--- src/rtl/barrel_shifter.sv ---
// Registered logical barrel shifter: log2(WIDTH) cascaded shift-by-2^k mux
// stages, zero fill, direction select, one output register.
module barrel_shifter #(
  parameter int WIDTH = 8,
  parameter int SHW   = 3
) (
  input  logic             clk,
  input  logic             rst,
  input  logic [WIDTH-1:0] in,
  input  logic [SHW-1:0]   shamt,
  input  logic             dir,
  output logic [WIDTH-1:0] out
);

  logic [WIDTH-1:0] out_q;
  logic [WIDTH-1:0] out_d;

  // Each stage either passes its word through or shifts it by 2^k, driven by
  // one shamt bit. A running variable keeps the cascade a single comb block.
  always_comb begin
    logic [WIDTH-1:0] stage_v;
    stage_v = in;
    for (int k = 0; k < SHW; k++) begin
      if (shamt[k]) begin
        if (dir) stage_v = stage_v << (1 << k);
        else     stage_v = stage_v >> (1 << k);
      end
    end
    out_d = stage_v;
  end

  always_ff @(posedge clk) begin
    if (rst) out_q <= '0;
    else     out_q <= out_d;
  end

  assign out = out_q;

endmodule

--- config.mk ---
export PLATFORM = sky130hd
export DESIGN_NAME = barrel_shifter
export DESIGN_NICKNAME = d
export VERILOG_FILES = /design/src/rtl/barrel_shifter.sv
export SDC_FILE = /design/constraint.sdc
export NUM_CORES = 1
export LEC_CHECK = 0
export ABC_AREA = 0
export BUFFER_PORTS_ARGS = -buffer_cell sky130_fd_sc_hd__buf_2
export CORE_ASPECT_RATIO = 0.75
export CORE_MARGIN = 1
export CORE_UTILIZATION = 23
export DETAILED_ROUTE_END_ITERATION = 16
export HOLD_SLACK_MARGIN = 0.08
export PLACE_DENSITY = 0.49
export RECOVER_POWER = 25
export SLEW_MARGIN = 20
export SYNTH_ARGS = -nofsm -noshare
export SYNTH_HDL_FRONTEND = slang
export SYNTH_SLANG_ARGS = --single-unit
--- constraint.sdc ---
create_clock -name clk -period 1.3 [get_ports clk]
set_input_delay 0.26 -clock clk [delete_from_list [all_inputs] [get_ports clk]]
set_output_delay 0.26 -clock clk [all_outputs]
set_load 0.01 [all_outputs]
==> flow_summary.yaml, run 1 <==
worst_setup_path:
  cp-start-kind: "primary input"
  startpoint: "dir"
  crit_chain: "buf_2 -> mux4_2 -> a21oi_2 -> o221ai_2"
  endpoint_kind: "register"
  cp.arrival_ps: 1250
  cp_num_buf_inv: 1
  worstPathMaxFanout: 6
  crit_family: "multiplexers"
  required_ps: 1400
  crit_type: "primary input to register"
  crit_path_top_delay_cell: "mux4_2"
  cpPeakStageDelay_ps: 520
die:
  core_area_sq_um: 2620
  die_w_um: 63.1
  ioPinCount: 22
  dieArea_sq_um: 3010
  start_util_pct: 24.5
  num_rows: 16
  die_h_um: 47.8
synthesis:
  syn_avg_cell_area_sq_um: 8.57
  yosysWarnings: 0
  async_flop_share_pct: 0
  yosysSeqAreaShare_pct: 24.9
  ys_ff_latch: 8
  syn_inst: 75
  synth-xor-area-share_pct: 0
  synth_ff_type: "dfxtp_1"
  synth_simple_gate_area_share_pct: 12.6
  syn-num-nets: 89
  synthDistinctLibCells: 26
  syn_area_sq_um: 643
  synth_top_family_by_area: "compound AO/OA/AOI/OAI gates"
  synth_edf_count: 0
  muxShareOfSynthArea_pct: 26.1
  synth_compound_area_share_pct: 26.5
  synth_adder_area_share_pct: 0
global_routing:
  gr-usage-met3_pct: 3.81
  antenna_found_initial: 0
  grt_pass1_wl_mm: 2.86
  grt_max_degree: 15
  track_usage_pct: 12.4
  use_met1_pct: 17.8
  grt_remaining_overflow: 0
  busiest_layer: "met2"
  gr-usage-met2_pct: 19.6
  grt_pass1_vias: 635
layout:
  drive_gt1_share_pct: 39.6
  postLayoutCoreUtil_pct: 34.3
  layout_common_cells: "buf_2, buf_4, mux2i_1"
  largest_register_ffs: 8
  area_growth_pct: 39.7
  nets: 122
  diodes: 0
  final_common_cell: "buf_2"
  finish.instance_area_sq_um: 898
clocking:
  clk_pin_slew_worst_paths_ps: 40
  ctsHoldBuffers: 0
  postCtsSetupRepairBufs: 0
  h-tree-depth: 1
  cts_resized: 0
  cts.path.max_buffers: 2
  cts-root-buf: "clkbuf_8"
  cts_tree: "yes"
  clock_sinks: 8
  cts_buffers: 3
placement:
  dpl_cell_area_sq_um: 862
  io_buffers: 21
  gp_congestion: 0.835
  dp_hpwl_mm: 1.52
power_and_ir_drop:
  pwr_density_cell_nw_per_um2: 884
  leakagePower_nw: 0.396
  vdd_drop_max_mv: 0.343
sta:
  hold_violations: 0
  setup_viol: 0
  setup-tns-final_ps: 0
  timing.slew.headroom_pct: 80.5
  worstMarginPinSlew_ps: 293
  hold_slack_ps: 354
  max_freq_mhz: 870
  post-route-period-util_pct: 88.4
  finalCriticalPeriod_ps: 1150
  rsz0062_at_grt: "no"
  slew_viol_final: 0
detailed_routing:
  vias: 688
  ant_nets: 0
  wl_per_cell_um: 13.0
  drtIter0Drc: 29
  dr.pass1.iters: 4
  drc: 0
  finalWirelength_mm: 1.85
  vias_per_cell: 4.85
worst_hold_path:
  min_from: "shamt[2]"
  hold_path_depth: 3
  hold_path.class: "primary input to register"
  hold_end: "out[3]"
run:
  cap_violations: 0
run_status:
  status: "finished clean"
-- metrics by stage --
stage,power [mW],std cells,setup WS [ps]
after CTS,0.808,142,149
after floorplan,0.415,75,15.7
after global placement,0.512,139,-79.8
final,0.794,142,150
after global routing,0.847,142,77.3
after detailed placement,0.515,139,-84.4
-- layout make-up --
type,instances,area (sq um)
Clock buffer,3,41.3
Timing Repair Buffer,36,225
Inverter,2,7.51
Tap cell,36,45.0
Multi-Input combinational cell,57,419
Sequential cell,8,160
Fill cell,288,1720
-- tightest hold or removal path: cells and delay by family --
| family | cells | cell delay, ps |
|---|---|---|
| and+or+nand+nor | 1 | 80 |
| AOI/OAI and AO/OA | 1 | 60 |
| buffers and inverters | 1 | 120 |
-- cell usage after synthesis, types with 2 or more instances --
master	count	share of area, %
buf_2	4	3.1
mux4_2	2	7.0
a211oi_1	5	5.8
mux2_2	2	3.5
o22ai_1	8	7.8
dfxtp_1	8	25
nand2_1	4	2.3
nor2_1	7	4.1
a21oi_1	5	3.9
mux2i_1	10	16
nand3_1	3	2.3
inv_1	2	1.2
a31oi_1	2	1.9
-- how the worst max path moves through the flow --
stage / depth (start not counted) / end / slack [ps]
2_1_floorplan: 4 / out[0] / 20
3_3_place_gp: 6 / out[0] / -80
3_5_place_dp: 4 / out[0] / -80
4_1_cts: 4 / out[0] / 150
5_1_grt: 7 / out[5] / 80
6_report: 4 / out[0] / 150
-- cells by family (layout without fill, tap and decap cells) --
group                  count (synthesis)  in the layout
and+or+nand+nor                       18             18
AOI/OAI and AO/OA                     25             25
muxes                                 14             14
DFF                                    8              8
buffers and inverters                 10             41
-- power breakdown --
| group | leakage, nW | internal [mW] | switching [mW] |
|---|---|---|---|
| Sequential | 0.0658 | 0.263 | 0.00341 |
| Clock | 0.0216 | 0.199 | 0.0850 |
| Combinational | 0.309 | 0.117 | 0.126 |
-- routing by layer --
| layer | wire length [um] | share of wire, % | vias up |
|---|---|---|---|
| li1 | - | - | 348 |
| met1 | 943 | 51 | 320 |
| met2 | 796 | 43 | 20 |
| met3 | 109 | 5.9 | 0 |
| met4 | 0 | 0 | 0 |
| met5 | 0 | 0 | - |
(Power assumes the default switching activity.)
==> inputs of run 2 (changes only) <==
--- a/config.mk
+++ b/config.mk
@@ -13,7 +13,6 @@
 export DETAILED_ROUTE_END_ITERATION = 16
 export HOLD_SLACK_MARGIN = 0.08
 export PLACE_DENSITY = 0.49
-export RECOVER_POWER = 25
 export SLEW_MARGIN = 20
 export SYNTH_ARGS = -nofsm -noshare
 export SYNTH_HDL_FRONTEND = slang
==> run 2 against run 1 <==
Effect of this change: non-clock buffer count is the same; first-iteration DRC count shrank 6.9%; sequential share of layout area shrank 0.099 points; cell area grew 0.56%; wire length shrank 0.70%; combinational power is essentially flat; clock power is essentially flat; via count grew 1.3%; hold slack gained 0.88 ps; setup slack gained 1.4 ps; global-route usage is the same; largest power group unchanged; highest routed layer unchanged.
==> flow_summary.yaml, run 2 (synthesis results as in run 1) <==
clocking:
  cts_resized: 0
  ctsHoldBuffers: 0
  cts-root-buf: "clkbuf_8"
  cts.path.max_buffers: 2
  cts_buffers: 3
  clock_sinks: 8
  h-tree-depth: 1
  cts_tree: "yes"
  postCtsSetupRepairBufs: 0
  clk_pin_slew_worst_paths_ps: 40
placement:
  dpl.cell_count: 139
  io_buffers: 21
  gp_congestion: 0.835
  dp_slack_ps: -84.4
  dp_hpwl_mm: 1.52
power_and_ir_drop:
  p_sw_mw: 0.214
  pwr-share-comb_pct: 30.8
  p_int_mw: 0.582
  clockPowerShare_pct: 35.7
  vdd_drop_max_mv: 0.345
  leakagePower_nw: 0.412
  seqPwrFrac_pct: 33.5
  pwr_density_cell_nw_per_um2: 881
  p_sw_share_pct: 26.8
sta:
  rsz0062_at_grt: "no"
  setup_slack_ps: 152
  hold_violations: 0
  worstMarginPinSlew_ps: 281
  post-route-period-util_pct: 88.3
  max_freq_mhz: 871
  setup-tns-final_ps: 0
  hold_slack_ps: 355
  timing.slew.headroom_pct: 81.2
  slew_viol_final: 0
  setup_viol: 0
  finalCriticalPeriod_ps: 1150
run:
  cap_violations: 0
layout:
  final_common_cell: "buf_2"
  diodes: 0
  drive_gt1_share_pct: 43.4
  layout_common_cells: "buf_2, buf_4, mux2i_1"
  area_growth_pct: 40.5
  stdcell_count: 142
  nets: 122
  largest_register_ffs: 8
worst_setup_path:
  cp.arrival_ps: 1250
  worstPathMaxFanout: 6
  endpoint_kind: "register"
  crit_type: "primary input to register"
  required_ps: 1400
  cp-start-kind: "primary input"
global_routing:
  antenna_found_initial: 0
  grt_remaining_overflow: 0
  grt_max_degree: 15
  grt_pass1_wl_mm: 2.86
  grt_pass1_vias: 635
  track_usage_pct: 12.4
die:
  start_util_pct: 24.5
  die_w_um: 63.1
  die_h_um: 47.8
  num_rows: 16
  core_area_sq_um: 2620
  ioPinCount: 22
  dieArea_sq_um: 3010
detailed_routing:
  ant_nets: 0
  drtIter0Drc: 27
  wl_per_cell_um: 12.9
  vias_per_cell: 4.91
  drc: 0
  vias: 697
  dr.pass1.iters: 4
  finalWirelength_mm: 1.84
worst_hold_path:
  hold_path_depth: 3
  min_from: "shamt[2]"
  hold_path.class: "primary input to register"
  hold_end: "out[3]"
run_status:
  status: "finished clean"
run 2: cell count changes in the layout (fill, tap and decap cells not counted):
cell      change
buf_2         +4
clkbuf_1      -4
run 2: how the worst max path moves through the flow:
stage,startpoint,to,slack (ps),depth (start not counted)
3_5_place_dp,dir,out[0],-80,4
2_1_floorplan,dir,out[0],20,4
4_1_cts,dir,out[0],150,4
6_report,dir,out[0],150,4
3_3_place_gp,shamt[0],out[0],-80,6
5_1_grt,dir,out[5],80,7
run 2: area by class of cell:
cell class	instances	area (sq um)
repair buffers	36	230
inverters	2	7.51
well taps	36	45.0
multi-input cells	57	419
clock buffers	3	41.3
flip-flops and latches	8	160
fillers	287	1720
run 2: critical path, stage by stage:
cell      delay [ps]
buf_2            160
mux4_2           520
a21oi_2          190
o221ai_2         120
run 2: power by group through the flow:
stage / Combinational, mW / Clock (mW) / Sequential, mW
2_1_floorplan: 0.134 / 0 / 0.280
3_3_place_gp: 0.242 / 0 / 0.270
3_5_place_dp: 0.244 / 0 / 0.271
4_1_cts: 0.245 / 0.296 / 0.267
5_1_grt: 0.269 / 0.312 / 0.268
6_report: 0.245 / 0.284 / 0.266
run 2: per-stage QoR:
stage	power, mW	instance area (sq um)	utilization, %
2_1_floorplan	0.415	643	-
3_3_place_gp	0.512	862	32.9
3_5_place_dp	0.515	862	32.9
4_1_cts	0.808	903	34.4
5_1_grt	0.849	903	34.4
6_report	0.795	903	34.4
run 2: layer usage:
metal  wire (um)  track usage, %  vias up
li1            -               -      350
met1         959            17.8      333
met2         816            19.6       14
met3          60            3.81        0
met4           0               0        0
met5           0               0        -
==> inputs of run 3 (changes only) <==
--- a/config.mk
+++ b/config.mk
@@ -13,6 +13,7 @@
 export DETAILED_ROUTE_END_ITERATION = 16
 export HOLD_SLACK_MARGIN = 0.08
 export PLACE_DENSITY = 0.49
+export REMOVE_ABC_BUFFERS = 1
 export SLEW_MARGIN = 20
 export SYNTH_ARGS = -nofsm -noshare
 export SYNTH_HDL_FRONTEND = slang
==> run 3 against run 2 <==
Effect of this change: cell area shrank 1.4%; wire length decreased by 4.1%; die area is the same; flip-flop and latch count unchanged; clock power increased by 3%; sequential power is essentially flat; cell count stayed put; combinational power shrank 3%; via count down 2.2%; non-clock buffer count unchanged; critical path type unchanged; highest routed layer unchanged.
==> flow_summary.yaml, run 3 (synthesis results as in run 1) <==
global_routing:
  antenna_found_initial: 0
  grt_remaining_overflow: 0
  grt_pass1_wl_mm: 2.80
  grt_pass1_vias: 572
  grt_max_degree: 15
  track_usage_pct: 12.3
layout:
  largest_register_ffs: 8
  drive_gt1_share_pct: 43.4
  stdcell_count: 142
  postLayoutCoreUtil_pct: 34.0
  finish.instance_area_sq_um: 891
  layout_common_cells: "buf_2, buf_4, mux2i_1"
  area_growth_pct: 38.5
  nets: 122
  final_common_cell: "buf_2"
  diodes: 0
sta:
  max_freq_mhz: 876
  rsz0062_at_grt: "no"
  hold_violations: 0
  worstMarginPinSlew_ps: 287
  setup-tns-final_ps: 0
  post-route-period-util_pct: 87.8
  finalCriticalPeriod_ps: 1140
  slew_viol_final: 0
  timing.slew.headroom_pct: 80.8
  setup_viol: 0
placement:
  gp_congestion: 0.780
  io_buffers: 21
  dpl.cell_count: 139
  dpl_cell_area_sq_um: 850
  dp_hpwl_mm: 1.42
detailed_routing:
  finalWirelength_mm: 1.76
  vias: 682
  vias_per_cell: 4.80
  ant_nets: 0
  wl_per_cell_um: 12.4
  dr.pass1.iters: 4
  drtIter0Drc: 30
  drc: 0
clocking:
  cts_buffers: 3
  h-tree-depth: 1
  postCtsSetupRepairBufs: 0
  cts_resized: 0
  cts.path.max_buffers: 2
  clk_pin_slew_worst_paths_ps: 40
  clock_sinks: 8
  ctsHoldBuffers: 0
  cts-root-buf: "clkbuf_8"
  cts_tree: "yes"
power_and_ir_drop:
  finalPower_mw: 0.797
  leakagePower_nw: 0.407
  pwr_density_cell_nw_per_um2: 895
  vdd_drop_max_mv: 0.437
worst_setup_path:
  cp-start-kind: "primary input"
  cpPeakStageDelay_ps: 520
  crit_family: "multiplexers"
  endpoint_kind: "register"
  crit_chain: "buf_2 -> mux4_2 -> a21oi_2 -> o22ai_1"
  cp.arrival_ps: 1230
  required_ps: 1390
  worstPathMaxFanout: 4
  crit_type: "primary input to register"
  crit_path_top_delay_cell: "mux4_2"
  cp_num_buf_inv: 1
run_status:
  status: "finished clean"
worst_hold_path:
  min_from: "shamt[2]"
  hold_path.class: "primary input to register"
  hold_path_depth: 3
  hold_end: "out[3]"
die:
  die_h_um: 47.8
  die_w_um: 63.1
  core_area_sq_um: 2620
  num_rows: 16
  ioPinCount: 22
  start_util_pct: 24.5
  dieArea_sq_um: 3010
run:
  cap_violations: 0
[run 3: final cells by class]
type	count	area (sq um)
fillers	284	1730
multi-input cells	57	419
repair buffers	36	218
flip-flops and latches	8	160
well taps	36	45.0
clock buffers	3	41.3
inverters	2	7.51
[run 3: through the flow]
stage | hold slack (ps) | setup slack, ps
floorplan | 411 | 153
global placement | 594 | -83.1
detailed placement | 599 | -82.6
CTS | 366 | 147
global route | 390 | 73.0
finish | 378 | 159
[run 3: worst max-delay path by stage]
stage / to / slack, ps / startpoint / depth (start not counted)
floorplan: out[0] / 150 / dir / 3
global placement: out[4] / -80 / dir / 4
detailed placement: out[4] / -80 / dir / 4
CTS: out[4] / 150 / dir / 4
global route: out[5] / 70 / shamt[0] / 5
finish: out[4] / 160 / dir / 4
[run 3: per-layer routing]
| layer | part of all wire [%] | track usage (%) |
|---|---|---|
| met5 | 0 | 0 |
| met4 | 0 | 0 |
| met3 | 6.1 | 4.29 |
| met2 | 43 | 18.1 |
| met1 | 51 | 18.0 |
[run 3: where the power goes]
part | total [mW] | switching (mW) | internal (mW)
registers | 0.266 | 0.00315 | 0.263
clock network | 0.292 | 0.0923 | 0.200
logic | 0.238 | 0.123 | 0.115
total | 0.797 | 0.219 | 0.579
